File: src/rtl/aurora_reset_seq.sv
// Reset/bring-up sequencer for an Aurora link: drives tx_reset/gt_reset, pulses start, retries on timeout.
// Optional AURORA_RELINK_EN: a filtered channel_up drop in RUN clears retry_cnt and re-runs the sequence.
module aurora_reset_seq #(
  parameter int PRE_CYCLES     = 490,
  parameter int TX_RST_CYCLES  = 100,
  parameter int GT_LOW_CYCLES  = 10,
  parameter int GT_HIGH_CYCLES = 10,
  parameter int START_CYCLES   = 3,
  parameter int UP_TIMEOUT     = 4096,
  parameter int MAX_RETRIES    = 3,
  parameter int DROP_FILTER    = 8,
  parameter int CNT_W          = 16,
  parameter int RETRY_W        = 4
) (
  input  logic               init_clk,
  input  logic               RST_N,
  input  logic               channel_up,
  output logic               tx_reset,
  output logic               gt_reset,
  output logic               start,
  output logic               link_up,
  output logic               fail,
  output logic [RETRY_W-1:0] retry_cnt
);

  typedef enum logic [2:0] {
    S_HOLD    = 3'd0,
    S_GT_LOW  = 3'd1,
    S_GT_HIGH = 3'd2,
    S_START   = 3'd3,
    S_WAIT_UP = 3'd4,
    S_RUN     = 3'd5,
    S_FAIL    = 3'd6
  } state_t;

  localparam logic [CNT_W-1:0]   PRE_LAST   = CNT_W'(PRE_CYCLES - 1);
  localparam logic [CNT_W-1:0]   LOW_LAST   = CNT_W'(GT_LOW_CYCLES - 1);
  localparam logic [CNT_W-1:0]   HIGH_LAST  = CNT_W'(GT_HIGH_CYCLES - 1);
  localparam logic [CNT_W-1:0]   START_LAST = CNT_W'(START_CYCLES - 1);
  localparam logic [CNT_W-1:0]   UP_LAST    = CNT_W'(UP_TIMEOUT - 1);
  localparam logic [CNT_W:0]     TX_LIM     = (CNT_W + 1)'(TX_RST_CYCLES);
  localparam logic [RETRY_W-1:0] RETRY_MAX  = RETRY_W'(MAX_RETRIES);

  if (PRE_CYCLES < 1 || TX_RST_CYCLES < 1 || TX_RST_CYCLES > PRE_CYCLES || GT_LOW_CYCLES < 1 ||
      GT_HIGH_CYCLES < 1 || START_CYCLES < 1 || UP_TIMEOUT < 1 || MAX_RETRIES < 0 ||
      DROP_FILTER < 1) begin : g_param_err
    $error("aurora_reset_seq: illegal parameter set");
  end

  state_t             state_r, state_nx_s;
  logic [CNT_W-1:0]   cnt_r, cnt_nx_s;
  logic [1:0]         sync_r;
  logic               up_s;
  logic [RETRY_W-1:0] retry_nx_s;
  logic               tx_nx_s, gt_nx_s, start_nx_s, link_nx_s, fail_nx_s;
`ifdef AURORA_RELINK_EN
  logic [CNT_W-1:0]   drop_cnt_r, drop_nx_s;
  localparam logic [CNT_W-1:0] DROP_LAST = CNT_W'(DROP_FILTER - 1);
`endif

  assign up_s = sync_r[1];

  // channel_up crosses from the user clock domain through two flops
  always_ff @(posedge init_clk or negedge RST_N) begin
    if (!RST_N) begin
      sync_r <= 2'b00;
    end else begin
      sync_r <= {sync_r[0], channel_up};
    end
  end

  // next state, retry count and the output values that go with the next state
  always_comb begin
    state_nx_s = state_r;
    retry_nx_s = retry_cnt;
`ifdef AURORA_RELINK_EN
    drop_nx_s  = '0;
`endif
    case (state_r)
      S_HOLD:    if (cnt_r == PRE_LAST)   state_nx_s = S_GT_LOW;  else state_nx_s = S_HOLD;
      S_GT_LOW:  if (cnt_r == LOW_LAST)   state_nx_s = S_GT_HIGH; else state_nx_s = S_GT_LOW;
      S_GT_HIGH: if (cnt_r == HIGH_LAST)  state_nx_s = S_START;   else state_nx_s = S_GT_HIGH;
      S_START:   if (cnt_r == START_LAST) state_nx_s = S_WAIT_UP; else state_nx_s = S_START;
      S_WAIT_UP: begin
        // a link that comes up on the timeout cycle wins over the retry
        if (up_s) begin
          state_nx_s = S_RUN;
        end else if (cnt_r == UP_LAST) begin
          if (retry_cnt < RETRY_MAX) begin
            retry_nx_s = retry_cnt + 1'b1;
            state_nx_s = S_HOLD;
          end else begin
            state_nx_s = S_FAIL;
          end
        end else begin
          state_nx_s = S_WAIT_UP;
        end
      end
      S_RUN: begin
`ifdef AURORA_RELINK_EN
        if (!up_s) begin
          if (drop_cnt_r == DROP_LAST) begin
            state_nx_s = S_HOLD;
            retry_nx_s = '0;
          end else begin
            drop_nx_s  = drop_cnt_r + 1'b1;
            state_nx_s = S_RUN;
          end
        end else begin
          state_nx_s = S_RUN;
        end
`else
        state_nx_s = S_RUN;
`endif
      end
      S_FAIL:  state_nx_s = S_FAIL;
      default: state_nx_s = S_HOLD;
    endcase

    if (state_nx_s != state_r) cnt_nx_s = '0;
    else                       cnt_nx_s = cnt_r + 1'b1;

    tx_nx_s    = 1'b0;
    gt_nx_s    = 1'b0;
    start_nx_s = 1'b0;
    link_nx_s  = 1'b0;
    fail_nx_s  = 1'b0;
    case (state_nx_s)
      S_HOLD: begin
        gt_nx_s = 1'b1;
        tx_nx_s = ({1'b0, cnt_nx_s} < TX_LIM);
      end
      S_GT_LOW:  gt_nx_s    = 1'b0;
      S_GT_HIGH: gt_nx_s    = 1'b1;
      S_START:   start_nx_s = 1'b1;
      S_WAIT_UP: start_nx_s = 1'b0;
      S_RUN:     link_nx_s  = up_s;
      S_FAIL: begin
        tx_nx_s   = 1'b1;
        gt_nx_s   = 1'b1;
        fail_nx_s = 1'b1;
      end
      default: begin
        tx_nx_s = 1'b1;
        gt_nx_s = 1'b1;
      end
    endcase
  end

  // state, phase counter and registered outputs
  always_ff @(posedge init_clk or negedge RST_N) begin
    if (!RST_N) begin
      state_r   <= S_HOLD;
      cnt_r     <= '0;
      tx_reset  <= 1'b1;
      gt_reset  <= 1'b1;
      start     <= 1'b0;
      link_up   <= 1'b0;
      fail      <= 1'b0;
      retry_cnt <= '0;
    end else begin
      state_r   <= state_nx_s;
      cnt_r     <= cnt_nx_s;
      tx_reset  <= tx_nx_s;
      gt_reset  <= gt_nx_s;
      start     <= start_nx_s;
      link_up   <= link_nx_s;
      fail      <= fail_nx_s;
      retry_cnt <= retry_nx_s;
    end
  end

`ifdef AURORA_RELINK_EN
  // consecutive low cycles of up_s seen while in RUN
  always_ff @(posedge init_clk or negedge RST_N) begin
    if (!RST_N) begin
      drop_cnt_r <= '0;
    end else begin
      drop_cnt_r <= drop_nx_s;
    end
  end
`endif

endmodule

File: config.mk
export PLATFORM = sky130hd
export DESIGN_NAME = aurora_reset_seq
export DESIGN_NICKNAME = d
export VERILOG_FILES = /design/src/rtl/aurora_reset_seq.sv
export SDC_FILE = /design/constraint.sdc
export NUM_CORES = 1
export LEC_CHECK = 0
export ABC_CLOCK_PERIOD_IN_PS = 3120
export BUFFER_PORTS_ARGS = -buffer_cell sky130_fd_sc_hd__buf_2
export CAP_MARGIN = 20
export CORE_ASPECT_RATIO = 0.75
export CORE_MARGIN = 1.5
export CORE_UTILIZATION = 55
export CTS_CLUSTER_SIZE = 16
export DETAILED_ROUTE_END_ITERATION = 10
export GPL_TIMING_DRIVEN = 0
export PLACE_DENSITY = 0.82
export SLEW_MARGIN = 20
export SYNTH_ARGS = -nofsm -noshare
export SYNTH_HDL_FRONTEND = slang
export SYNTH_SLANG_ARGS = --single-unit
File: constraint.sdc
create_clock -name init_clk -period 3.12 [get_ports init_clk]
set_clock_uncertainty 0.1 [all_clocks]
set_input_delay 0.624 -clock init_clk [delete_from_list [all_inputs] [get_ports init_clk]]
set_output_delay 0.624 -clock init_clk [all_outputs]
set_load 0.02 [all_outputs]
# --- Yosys cells after proc, flatten, opt, wreduce, memory -nomap -nowiden ---
# Cells that the tools add are included.
op_classes:
  add_sub_neg: 2
  magnitude_cmp: 2
  eq_ne: 17
  mux: 14
  bitwise: 1
  reduce_logical: 5
ops:
  columns: ["op", "n"]
  rows:
  - ["$pmux 3 s7", 1]
  - ["$eq 3x3->1 const B", 6]
  - ["$add 16x1->16 const B", 1]
  - ["$eq 16x12->1 const B", 1]
  - ["$eq 16x2->1 const B", 1]
  - ["$eq 16x4->1 const B", 1]
  - ["$eq 16x9->1 const B", 1]
  - ["$lt 16x7->1 const B", 1]
  - ["$mux 16", 1]
  - ["$eq 3x2->1 const B", 4]
  - ["$mux 3", 4]
  - ["$eq 3x1->1 const B", 2]
  - ["$logic_not 3->1", 2]
  - ["$mux 1", 6]
  - ["$reduce_or 5->1", 1]
  - ["$add 4x1->4 const B", 1]
  - ["$lt 4x2->1 const B", 1]
  - ["$reduce_and 4->1", 1]
  - ["$reduce_or 4->1", 1]
  - ["$ne 3x3->1", 1]
  - ["$mux 2", 1]
  - ["$pmux 1 s2", 1]
  - ["$not 1->1", 1]
word_totals:
  ff_bits: 30
  inputBits: 3
  elab_cells: 50

# --- Logic depth before layout (Yosys ltp) ---
# Gate-level depths: netlist of run 1.
logic_depth:
  depth_word: 9
  ltp_mapped: 10
  mapped_depth_nobuf: 9

# --- Worst setup path after synthesis of run 1 ---
# Ideal clock, no wire load.
synth_timing:
  path_type: "reg2reg"
  startpoint: "register retry_cnt[0]"
  endpoint: "register tx_reset"
  setup_time_ns: 0.078
  t_arrival_ns: 2.275
  t_required_ns: 2.942
  slack_ns: 0.667
  stages_incl_launch_ff: 10
  period_less_slack_ns: 2.453
  cell_sequence: "dfrtp_1 ha_1 or3_1 nand2_1 o32a_1 nor2_1 or4_4 buf_6 a41o_1 a31o_1"
synth_via:
  elab_chain_cells: 9
  word_cells_on_any_way: 16
  classes_between: "order compare (2); eq/ne (6); mux (6); reduce/logical (2)"
synth_rtl:
  columns: ["element", "line_no", "rtl"]
  rows:
  - ["start, declared", "23", "output logic [RETRY_W-1:0] retry_cnt"]
  - ["start signal, assigned", "169", "retry_cnt <= retry_nx_s;"]
  - ["$lt 4x2->1 *", "89", "if (retry_cnt < RETRY_MAX) begin"]
  - ["$mux 3 *", "89", null]
  - ["$mux 3 *", "88", "end else if (cnt_r == UP_LAST) begin"]
  - ["$mux 3 *", "86", "if (up_s) begin"]
  - ["$pmux 3 s7 *", "79", "case (state_r)"]
  - ["$ne 3x3->1", "120", "if (state_nx_s != state_r) cnt_nx_s = '0;"]
  - ["$mux 16", "120", null]
  - ["$lt 16x7->1", "131", "tx_nx_s = ({1'b0, cnt_nx_s} < TX_LIM);"]
  - ["$pmux 1 s2 *", "128", "case (state_nx_s)"]
  - ["net tx_nx_s", "55", "logic tx_nx_s, gt_nx_s, start_nx_s, link_nx_s, fail_nx_s;"]
  - ["end signal, assigned", "164", "tx_reset <= tx_nx_s;"]
  - ["end, declared", "18", "output logic tx_reset,"]
# The timed path passes the listed nets; every way through them passes the cells marked *.
# A chain may end at the register's enable or synchronous reset.

# --- Worst setup path in the final report of run 1 ---
layout_timing:
  startpoint: "register cnt_r[0]"
  endpoint: "register tx_reset"
layout_via:
  elab_chain_cells: 8
  word_cells_on_any_way: 23
  classes_between: "add/sub (1); order compare (1); eq/ne (10); mux (9); reduce/logical (2)"
layout_rtl:
  columns: ["element", "line_no", "rtl"]
  rows:
  - ["start, declared", "51", "logic [CNT_W-1:0] cnt_r, cnt_nx_s;"]
  - ["start signal, assigned", "163", "cnt_r <= cnt_nx_s;"]
  - ["$eq 16x12->1", "88", null]
  - ["$mux 3", "88", null]
  - ["$mux 3", "86", null]
  - ["$pmux 3 s7", "79", null]
  - ["$ne 3x3->1", "120", null]
  - ["$mux 16", "120", null]
  - ["$lt 16x7->1", "131", null]
  - ["$pmux 1 s2 *", "128", null]
  - ["net tx_nx_s", "55", null]
# Marks and branches as above.

==> results of run 1 <==
## worst max-delay path, cell delays in order (launching register included)
cell and delay, ps:
dfrtp_1 430, ha_1 280, and4_1 210, buf_2 150, nand3_2 110, o32a_1 180
nor2_1 50, or4_4 420, buf_6 150, a41o_1 210, a31o_1 220
## final cells by class
cell class | instances | area [sq um] | share of cell area
multi-input combinational | 123 | 797 | 0.435
sequential | 30 | 753 | 0.411
clock buffer | 5 | 68.8 | 0.0376
timing repair buffer | 11 | 55.1 | 0.0301
buffer | 9 | 48.8 | 0.0267
tap | 36 | 45.0 | 0.0246
clock inverter | 3 | 40.0 | 0.0219
inverter | 6 | 22.5 | 0.0123
## state kept, by name, indices dropped and copies added (netlist names)
name,cells
fail,1
tx_reset,1
gt_reset,1
state_r,3
start,1
sync_r,2
link_up,1
cnt_r,16
retry_cnt,4
## cell usage after synthesis (4+ instances only)
library cell	count	share of area
xnor2_1	9	0.049
nand3_1	5	0.015
nand2_1	12	0.028
xor2_1	8	0.043
dfrtp_1	28	0.43
a21oi_1	7	0.022
ha_1	4	0.031
and3_1	6	0.023
o21ai_0	5	0.015
inv_1	6	0.014
nor2_1	26	0.060
buf_2	6	0.019
## power by group through the flow
| stage | Combinational, mW | Clock, mW | Sequential, mW |
|---|---|---|---|
| 2_1_floorplan | 0.000529 | 0 | 0.398 |
| 4_1_cts | 0.00941 | 0.388 | 0.391 |
| 3_3_place_gp | 0.00891 | 0 | 0.398 |
| 5_1_grt | 0.0108 | 0.403 | 0.391 |
| 6_report | 0.00868 | 0.380 | 0.391 |
| 3_5_place_dp | 0.00939 | 0 | 0.398 |
## routing by layer
layer	up-vias	share of wire
met4	0	0.0082
met2	33	0.47
met1	637	0.47
li1	626	-
met3	3	0.047
met5	-	0
## cell families (layout without fill, tap and decap cells)
logic type               Yosys count  in the layout  synth area share
AO/OA/AOI/OAI                     23             23            0.0957
XOR/XNOR                          17             17            0.0918
adder cells (fa/ha/maj)            4              4            0.0309
buffers and inverters             15             34            0.0440
flip-flops                        30             30             0.465
multiplexers                       1              1           0.00694
AND/OR/NAND/NOR                   78             78             0.266
## final timing paths
path                       startpoint            to  slack [ps]  depth (start not counted)
min reg2reg                 sync_r[0]     sync_r[1]         260                          0
max in group asynchronous       RST_N  retry_cnt[0]        2240                          1
max reg2reg                  cnt_r[0]      tx_reset         540                         10
min in group init_clk       sync_r[0]     sync_r[1]         260                          0
min                             RST_N    state_r[0]         260                          1
max                          cnt_r[0]      tx_reset         540                         10
## stage by stage
stage,area [sq um],utilization,power [mW]
6_report,1830,0.677,0.779
5_1_grt,1830,0.677,0.805
4_1_cts,1830,0.677,0.789
3_5_place_dp,1720,0.637,0.407
3_3_place_gp,1720,0.637,0.407
2_1_floorplan,1620,-,0.398
## cells in the final DEF (no fill, tap or decap), drive strengths merged
cell type / count
nor3: 3
buf: 18
a211oi: 1
xnor2: 9
a21oi: 7
clkinv: 2
nand2b: 2
and4: 2
a41o: 2
inv: 6
o32a: 1
and3b: 1
bufinv: 1
ha: 4
nand3: 6
mux2: 1
xor2: 8
nand2: 12
and3: 6
o22a: 1
a21o: 1
a31o: 1
clkbuf: 7
nand4b: 2
o21ai: 5
nand4: 4
nor4: 4
o211ai: 1
or3: 3
o31ai: 2
dfrtp: 28
nor3b: 1
dfstp: 2
nor2: 26
and2: 3
or4: 2
or2: 1
o32ai: 1
==> results by group, run 1 <==
Logic synthesis
  – Sequential fraction of the synthesis area: 0.465
  – Async S/R FF share, synth: 1.00
  – Count of flip-flops with a built-in enable after synthesis: 0
  – Seq cells post-synth: 30
  – Net Count, Synth: roughly 180
  – Synthesized instance count: between 150 and 200
  – Cell variety after synth: 41
  – Yosys warns: 0
  – Main flop type after synthesis: dfrtp_1
  – Mean Syn Cell Area: approximately 9.7 sq um
  – Synthesized area: 1620 sq um

Clock tree
  – Total CTS buffers: 5
  – Clock root cell: clkbuf_8
  – Clock net sink count: 30
  – TritonCTS clock tree: done
  – CTS hold repair buffers: 0
  – Postcts setup bufs: 0
  – Htree depth: 2
  – Clk_lat worst skew: 280 ps
  – Worst-path clk slew: 60 ps
  – Max Root-Sink Buffers: 2
  – Post-cts gate resize count: 0

STA
  – Min Hold Slack: ~260 ps
  – Setup TNS: 0 ps
  – Slew @ Worst Pin: 642 ps
  – RSZ-0062 raised after global routing: false
  – Post-layout minimum cycle time: ~2600 ps
  – Final Max Tran Viols: 0
  – Rel. slew slack: 0.572
  – FMAX: just under 400 MHz
  – Setup ws final: 544 ps
  – Final Hold Violating Endpoints: 0
  – Final setup fails: 0
  – Fin crit share: 0.826

Power
  – Switching pwr: ~0.15 mW
  – Sequential power share: 0.502
  – Clock Power Share: 0.487
  – Combinational share of power: 0.011
  – Sw Ratio: 0.197
  – Worst vdd ir: ~0.39 mV
  – Int Pwr: between 0.6 and 0.7 mW
  – Pwr dens: 426 nW/um^2
  – Static leakage: 0.846 nW

Cells and area
  – Layout cells sized above 1: 0.198
  – Layout Cells excl Fill: 223
  – Filler instances: 213
  – Area growth, synth to finish: 12.9%
  – Final nets: between 150 and 200
  – Antenna Cells: 0

Route
  – Vias post-DR: 1299
  – Drt pass-1 iters: 4
  – Via density: 5.83
  – Detailed router's first-iteration violation count: 126
  – Average wire per standard cell: 14.7 microns
  – WL final: around 3.3 mm
  – DRT antenna net count: 0
  – DRC viols: 0

Job
  – Max-cap viol count: 0

Critical path
  – Critical Path RT: roughly 3200 ps
  – Crit path arrival time: 2700 ps
  – Kind of critical path: flop to flop
  – Critical Path Source Type: flop
  – Critical Path End Type: flop
  – Crit path max fanout: 8

Worst hold path
  – Type of the most critical hold path: input pin to async pin

Placed design
  – Hpwl dp: 2.44 mm
  – Inst Count DP: 215
  – I/O Buffers: 11
  – Post-Place Worst Slack: 553 ps
  – Final GP Congestion: 0.833

GRT
  – M3 GR Usage: 0.0890
  – Grt met1 use: 0.321
  – GRT Max-Usage Layer: met2
  – Met2 usage: 0.342
  – First-pass GRT wire length: 5.55 mm
  – Largest net degree at the start of global routing: 31
  – Initial antenna violation count: 0
  – Gr usage total: 0.231
  – Gr ovfl total: 0
  – Number of global-route vias before repair: approximately 1200

Floorplanning
  – Core footprint: 2700 sq um
  – I/O pin count: 12
  – Die H: 50.0 microns
  – DIE AREA: 3290 sq um
  – Die Wd: 65.7 microns
  – Initial Util: 0.600
  – Num rows: 16

Outcome
  – Outcome: finished clean
No activity file was read; power rests on OpenSTA's default activity.
==> run 2, diff against run 1 <==
ABC_CLOCK_PERIOD_IN_PS = 2200   (was 3120)
CORE_UTILIZATION = 53   (was 55)
clock period = 2.2 ns   (was 3.12 ns; I/O delays follow)
==> run 2 against run 1 <==
  * The flow now finishes with violations (negative setup slack)
  * Maximum frequency is 11% higher
  * First-iteration DRC count is 8.7% higher
  * Combinational power is 51% higher
  * Via count is 7.2% higher
  * Global-route usage is 2.9 points higher
  * Sequential cell count stayed put
  * Register-to-register slack worse by 660 ps
  * Sequential power is 42% higher
  * Clock power is 43% higher
  * Clock-buffer cell count stayed put
  * Critical path depth is 2 lower
  * Total power is 43% higher
==> results by group, run 2 (synthesis gave the netlist of run 1 again) <==
Floorplanning
  – Die Wd: 66.9 microns (was 65.7 microns)
  – Initial Util: 0.552 (was 0.600)
  – DIE AREA: 3400 sq um (was 3290 sq um)
  – Core footprint: 2940 sq um (was 2700 sq um)
  – Die H: 50.9 microns (was 50.0 microns)
  – I/O pin count: 12 (unchanged)
  – Num rows: 17 (was 16)

Critical path
  – Critical Path End Type: flop (unchanged)
  – Reg-to-reg slack, setup: -120 ps (was 540 ps)
  – Worst Path Buf+Inv: 0 (was 2)
  – Critical Path Slowest Stage Cell: or4_4 (was dfrtp_1)
  – Crit path max fanout: 4 (was 8)
  – Crit path largest cell delay: 560 ps (was 430 ps)
  – CP delay by family, top: simple AND/OR/NAND/NOR gates (unchanged)
  – Critical path depth: 8 (was 10)
  – RR Startpoint: cnt_r[0] (unchanged)
  – Crit path arrival time: 2440 ps (was 2700 ps)
  – Critical Path RT: 2320 ps (was 3240 ps)
  – Reg-to-reg endpoint: tx_reset (unchanged)
  – Critical Path Source Type: flop (unchanged)
  – Critical Path, Cell by Cell: ha_2 > and3b_2 > nand4b_1 > o22a_2 > a21oi_2 > or4_4 > a41o_1 > a31o_1 (was ha_1 > and4_1 > buf_2 > nand3_2 > o32a_1 > nor2_1 > or4_4 > buf_6 > a41o_1 > a31o_1)
  – Kind of critical path: flop to flop (unchanged)
  – Path depth of the worst reg2reg path: 8 (was 10)

Clock tree
  – Max Root-Sink Buffers: 2 (unchanged)
  – Clock root cell: clkbuf_8 (unchanged)
  – Clock net sink count: 30 (unchanged)
  – Worst-path clk slew: 60 ps (about the same)
  – Htree depth: 2 (unchanged)
  – Total CTS buffers: 5 (unchanged)
  – CTS hold repair buffers: 0 (unchanged)
  – Clk_lat worst skew: 290 ps (was 280 ps)
  – TritonCTS clock tree: done (unchanged)

GRT
  – M3 GR Usage: 0.0793 (was 0.0890)
  – Largest net degree at the start of global routing: 31 (unchanged)
  – Number of global-route vias before repair: 1262 (was 1204)
  – GRT Max-Usage Layer: met2 (unchanged)
  – Gr usage total: 0.260 (was 0.231)
  – Met2 usage: 0.383 (was 0.342)
  – Grt met1 use: 0.333 (was 0.321)
  – Gr ovfl total: 0 (unchanged)
  – First-pass GRT wire length: 6.26 mm (was 5.55 mm)
  – Initial antenna violation count: 0 (unchanged)

Power
  – Switching pwr: 0.225 mW (was 0.153 mW)
  – Sequential power share: 0.499 (was 0.502)
  – Combinational share of power: 0.012 (was 0.011)
  – Clock Power Share: 0.490 (was 0.487)
  – PnR Total Power: 1.11 mW (was 0.779 mW)
  – Static leakage: 0.887 nW (was 0.846 nW)
  – Int Pwr: 0.888 mW (was 0.626 mW)
  – Worst vdd ir: 0.392 mV (was 0.390 mV)
  – Sw Ratio: 0.202 (was 0.197)
  – Pwr dens: 545 nW/um^2 (was 426 nW/um^2)

Route
  – Detailed router's first-iteration violation count: 137 (was 126)
  – Vias post-DR: 1392 (was 1299)
  – Drt pass-1 iters: 4 (unchanged)
  – DRT antenna net count: 0 (unchanged)
  – DRC viols: 0 (unchanged)
  – Average wire per standard cell: 17.1 microns (was 14.7 microns)
  – WL final: 3.99 mm (was 3.29 mm)
  – Via density: 5.95 (was 5.83)

STA
  – Min Hold Slack: 83.0 ps (was 258 ps)
  – Fin crit share: 1.05 (was 0.826)
  – Setup ws final: -115 ps (was 544 ps)
  – FMAX: 432 MHz (was 388 MHz)
  – Rel. slew slack: 0.555 (was 0.572)
  – Final Hold Violating Endpoints: 0 (unchanged)
  – RSZ-0062 raised after global routing: true (was false)
  – Final setup fails: 14 (was 0)
  – Post-layout minimum cycle time: 2320 ps (was 2580 ps)
  – Setup TNS: -372 ps (was 0 ps)
  – Final Max Tran Viols: 0 (unchanged)
  – Slew @ Worst Pin: 668 ps (was 642 ps)

Cells and area
  – Commonest non-fill, non-tap cells in the layout: nor2_1, dfrtp_1, buf_2, nand2_1, buf_4 (was dfrtp_1, nor2_1, buf_2, nand2_1, xnor2_1)
  – Layout cells sized above 1: 0.362 (was 0.198)
  – Area growth, synth to finish: 25.9% (was 12.9%)
  – Largest Register: cnt_r (unchanged)
  – Max reg flops: 16 (unchanged)
  – Final Util: 0.696 (was 0.677)
  – Most common cell after layout, fill and taps aside: nor2_1 (was dfrtp_1)
  – Antenna Cells: 0 (unchanged)
  – Largest regs: cnt_r (16), retry_cnt (4), state_r (3) (unchanged)
  – Final nets: 202 (was 193)

Worst hold path
  – Type of the most critical hold path: input pin to async pin (unchanged)

Placed design
  – Hpwl dp: 2.35 mm (was 2.44 mm)
  – I/O Buffers: 11 (unchanged)
  – Post-Place Worst Slack: -264 ps (was 553 ps)
  – Final GP Congestion: 0.822 (was 0.833)

Outcome
  – Failing checks: negative setup slack
  – Outcome: finished with violations (was finished clean)

Job
  – Max-cap viol count: 0 (unchanged)
==> run 2: cell count changes in the layout (fill, tap and decap cells not counted), sizes merged <==
cell    change
buf         +8
clkbuf      +1
==> run 2: worst reg2reg max path, stage by stage (launching register included) <==
cell	delay [ps]
dfrtp_2	450
ha_2	190
and3b_2	210
nand4b_1	120
o22a_2	180
a21oi_2	50
or4_4	560
a41o_1	230
a31o_1	170
==> run 2: worst max-delay path by stage <==
stage,startpoint,endpoint
after detailed placement,cnt_r[12],cnt_r[9]
after floorplan,retry_cnt[1],tx_reset
after CTS,cnt_r[1],tx_reset
after global routing,cnt_r[0],tx_reset
final,cnt_r[0],tx_reset
after global placement,cnt_r[0],tx_reset
==> run 2: per-stage QoR <==
stage / instance area, sq um / instances
floorplan: 1640 / 168
global placement: 1750 / 217
detailed placement: 1750 / 217
CTS: 1960 / 231
global route: 2040 / 234
finish: 2040 / 234
==> run 2: metal layers <==
metal	share of wire	vias to the layer above
met2	0.48	51
met5	0	-
li1	-	639
met3	0.065	15
met1	0.42	687
met4	0.033	0
==> run 2: power groups by stage <==
stage               combinational (mW)  sequential (mW)  clock [mW]
finish                          0.0131            0.555       0.545
global route                    0.0157            0.554       0.584
CTS                             0.0139            0.554       0.551
detailed placement              0.0135            0.565           0
global placement                0.0129            0.565           0
floorplan                     0.000750            0.564           0
==> run 2: what timing repair did <==
action	CTS	global route
pin swaps	3	6
setup endpoints to repair	19	21
resized for setup	17	17
setup buffers	8	3
==> run 2: area by class of cell <==
cell class	instances	area, sq um
Timing Repair Buffer	22	145
Fill cell	226	893
Buffer	7	37.5
Tap cell	38	47.5
Inverter	6	22.5
Multi-Input combinational cell	123	918
Clock buffer	5	68.8
Sequential cell	30	762
Clock inverter	3	40.0
==> run 3, diff against run 2 <==
CELL_PAD_IN_SITES_DETAIL_PLACEMENT = 0   (was not set)
CELL_PAD_IN_SITES_GLOBAL_PLACEMENT = 2   (was not set)
CORE_UTILIZATION = 34   (was 53)
==> run 3 against run 2 <==
  * The flow still finishes with violations (negative setup slack)
  * Via count down 7.5%
  * Final cell count up 9.4%
  * Routed wire length down 8.5%
  * Core utilization down 22 points
  * Global-route usage down 9.7 points
  * Critical path type unchanged
==> results by group, run 3 (synthesis gave the netlist of run 1 again) <==
Clock tree
  – Clock net sink count: 30 (unchanged)
  – TritonCTS clock tree: done (unchanged)
  – Clk_lat worst skew: 280 ps (was 290 ps)
  – Worst-path clk slew: 70 ps (was 60 ps)
  – Clock root cell: clkbuf_8 (unchanged)
  – Max Root-Sink Buffers: 2 (unchanged)
  – CTS hold repair buffers: 0 (unchanged)
  – Total CTS buffers: 5 (unchanged)
  – Htree depth: 2 (unchanged)

Placed design
  – I/O Buffers: 11 (unchanged)
  – Hpwl dp: 2.39 mm (was 2.35 mm)
  – Inst Count DP: 236 (was 217)
  – Final GP Congestion: 0.839 (was 0.822)
  – Dpl cell area: 1770 sq um (was 1750 sq um)

STA
  – Setup ws final: -101 ps (was -115 ps)
  – Final Max Tran Viols: 0 (unchanged)
  – Min Hold Slack: 90.7 ps (was 83.0 ps)
  – Final Hold Violating Endpoints: 0 (unchanged)
  – FMAX: 435 MHz (was 432 MHz)
  – Rel. slew slack: 0.554 (was 0.555)
  – Slew @ Worst Pin: 669 ps (was 668 ps)
  – Post-layout minimum cycle time: 2300 ps (was 2320 ps)
  – Fin crit share: 1.05 (about the same)
  – Final setup fails: 11 (was 14)
  – RSZ-0062 raised after global routing: true (unchanged)

GRT
  – Initial antenna violation count: 0 (unchanged)
  – Gr ovfl total: 0 (unchanged)
  – Number of global-route vias before repair: 1296 (was 1262)
  – First-pass GRT wire length: 6.31 mm (was 6.26 mm)
  – Largest net degree at the start of global routing: 31 (unchanged)
  – Gr usage total: 0.163 (was 0.260)

Cells and area
  – Largest regs: cnt_r (16), retry_cnt (4), state_r (3) (unchanged)
  – Filler instances: 432 (was 226)
  – Layout cells sized above 1: 0.417 (was 0.362)
  – Largest Register: cnt_r (unchanged)
  – Max reg flops: 16 (unchanged)
  – Final Cell Area: 2170 sq um (was 2040 sq um)
  – Final Util: 0.480 (was 0.696)
  – Layout Cells excl Fill: 256 (was 234)
  – Commonest non-fill, non-tap cells in the layout: dfrtp_1, buf_2, nor2_1, nand2_1, buf_4 (was nor2_1, dfrtp_1, buf_2, nand2_1, buf_4)
  – Area growth, synth to finish: 33.6% (was 25.9%)
  – Antenna Cells: 0 (unchanged)
  – Final nets: 205 (was 202)
  – Most common cell after layout, fill and taps aside: dfrtp_1 (was nor2_1)
  – Reg area: 762 sq um (unchanged)
  – Area of the multi-input gates: 973 sq um (was 918 sq um)

Critical path
  – Worst Path Buf+Inv: 1 (was 0)
  – Crit path largest cell delay: 560 ps (about the same)
  – CP delay by family, top: simple AND/OR/NAND/NOR gates (unchanged)
  – Kind of critical path: flop to flop (unchanged)
  – Critical Path, Cell by Cell: inv_2 > ha_2 > and3b_2 > nand4b_1 > o22a_2 > a21oi_2 > or4_4 > a41o_1 > a31o_1 (was ha_2 > and3b_2 > nand4b_1 > o22a_2 > a21oi_2 > or4_4 > a41o_1 > a31o_1)
  – Crit path arrival time: 2410 ps (was 2440 ps)
  – Critical Path Slowest Stage Cell: or4_4 (unchanged)
  – Critical Path Source Type: flop (unchanged)
  – Critical path depth: 9 (was 8)
  – Path depth of the worst reg2reg path: 9 (was 8)
  – Critical Path End Type: flop (unchanged)
  – Critical Path RT: 2310 ps (was 2320 ps)
  – Crit path max fanout: 4 (unchanged)

Route
  – Via density: 5.03 (was 5.95)
  – Detailed router's first-iteration violation count: 52 (was 137)
  – Vias post-DR: 1287 (was 1392)
  – WL final: 3.65 mm (was 3.99 mm)
  – Average wire per standard cell: 14.3 microns (was 17.1 microns)
  – DRC viols: 0 (unchanged)
  – DRT antenna net count: 0 (unchanged)
  – Drt pass-1 iters: 4 (unchanged)

Job
  – Max-cap viol count: 0 (unchanged)

Floorplanning
  – I/O pin count: 12 (unchanged)
  – Die H: 62.8 microns (was 50.9 microns)
  – Initial Util: 0.359 (was 0.552)
  – Num rows: 21 (was 17)
  – Core footprint: 4520 sq um (was 2940 sq um)
  – DIE AREA: 5200 sq um (was 3400 sq um)
  – Die Wd: 82.7 microns (was 66.9 microns)

Worst hold path
  – Type of the most critical hold path: input pin to async pin (unchanged)

Power
  – Static leakage: 0.895 nW (was 0.887 nW)
  – Sw Ratio: 0.216 (was 0.202)
  – Sequential power share: 0.539 (was 0.499)
  – Worst vdd ir: 0.471 mV (was 0.392 mV)
  – Clock Power Share: 0.448 (was 0.490)
  – PnR Total Power: 1.03 mW (was 1.11 mW)
  – Switching pwr: 0.222 mW (was 0.225 mW)
  – Combinational share of power: 0.013 (was 0.012)
  – Pwr dens: 474 nW/um^2 (was 545 nW/um^2)
  – Int Pwr: 0.806 mW (was 0.888 mW)

Outcome
  – Failing checks: negative setup slack (unchanged)
  – Outcome: finished with violations (unchanged)
run 3: final timing paths:
check / to / from / slack (ps)
worst min register to register: sync_r[1] / sync_r[0] / 250
min in group init_clk: sync_r[0] / channel_up / 170
worst max register to register: tx_reset / cnt_r[1] / -100
worst min-delay path: cnt_r[12] / RST_N / 90
worst max-delay path: tx_reset / cnt_r[1] / -100
max in group asynchronous: retry_cnt[0] / RST_N / 1430
run 3: what timing repair did:
action / 4_1_cts / 5_1_grt
pin swaps: 3 / 9
endpoints found under the setup margin: 12 / 19
buffers inserted: 8 / 6
resized for setup: 9 / 42
cloned: 0 / 1
run 3: metal layers:
layer  GRT usage  wire, microns  vias to the layer above
met5           0              0                        -
met4      0.0313             18                        0
met3      0.0569            112                        2
met2       0.241           1740                       16
met1       0.230           1780                      626
li1            -              -                      643
run 3: final cells by class:
type,instances,share of cell area
Buffer,6,0.0173
Clock buffer,6,0.0381
Clock inverter,2,0.00577
Inverter,6,0.0104
Multi-Input combinational cell,123,0.449
Sequential cell,30,0.352
Tap cell,57,0.0329
Timing Repair Buffer,26,0.0947
run 3: power by group through the flow:
stage	clock network [mW]	logic, mW	registers (mW)
floorplan	0	0.000750	0.564
global placement	0	0.0136	0.564
detailed placement	0	0.0138	0.565
CTS	0.475	0.0138	0.554
global route	0.513	0.0160	0.554
finish	0.461	0.0131	0.554
run 3: metrics by stage:
step / worst slack [ps] / setup TNS [ps]
finish: -101 / -659
detailed placement: -238 / -2360
global placement: -228 / -2300
global route: -158 / -1530
CTS: -132 / -546
floorplan: -85.3 / -85.3
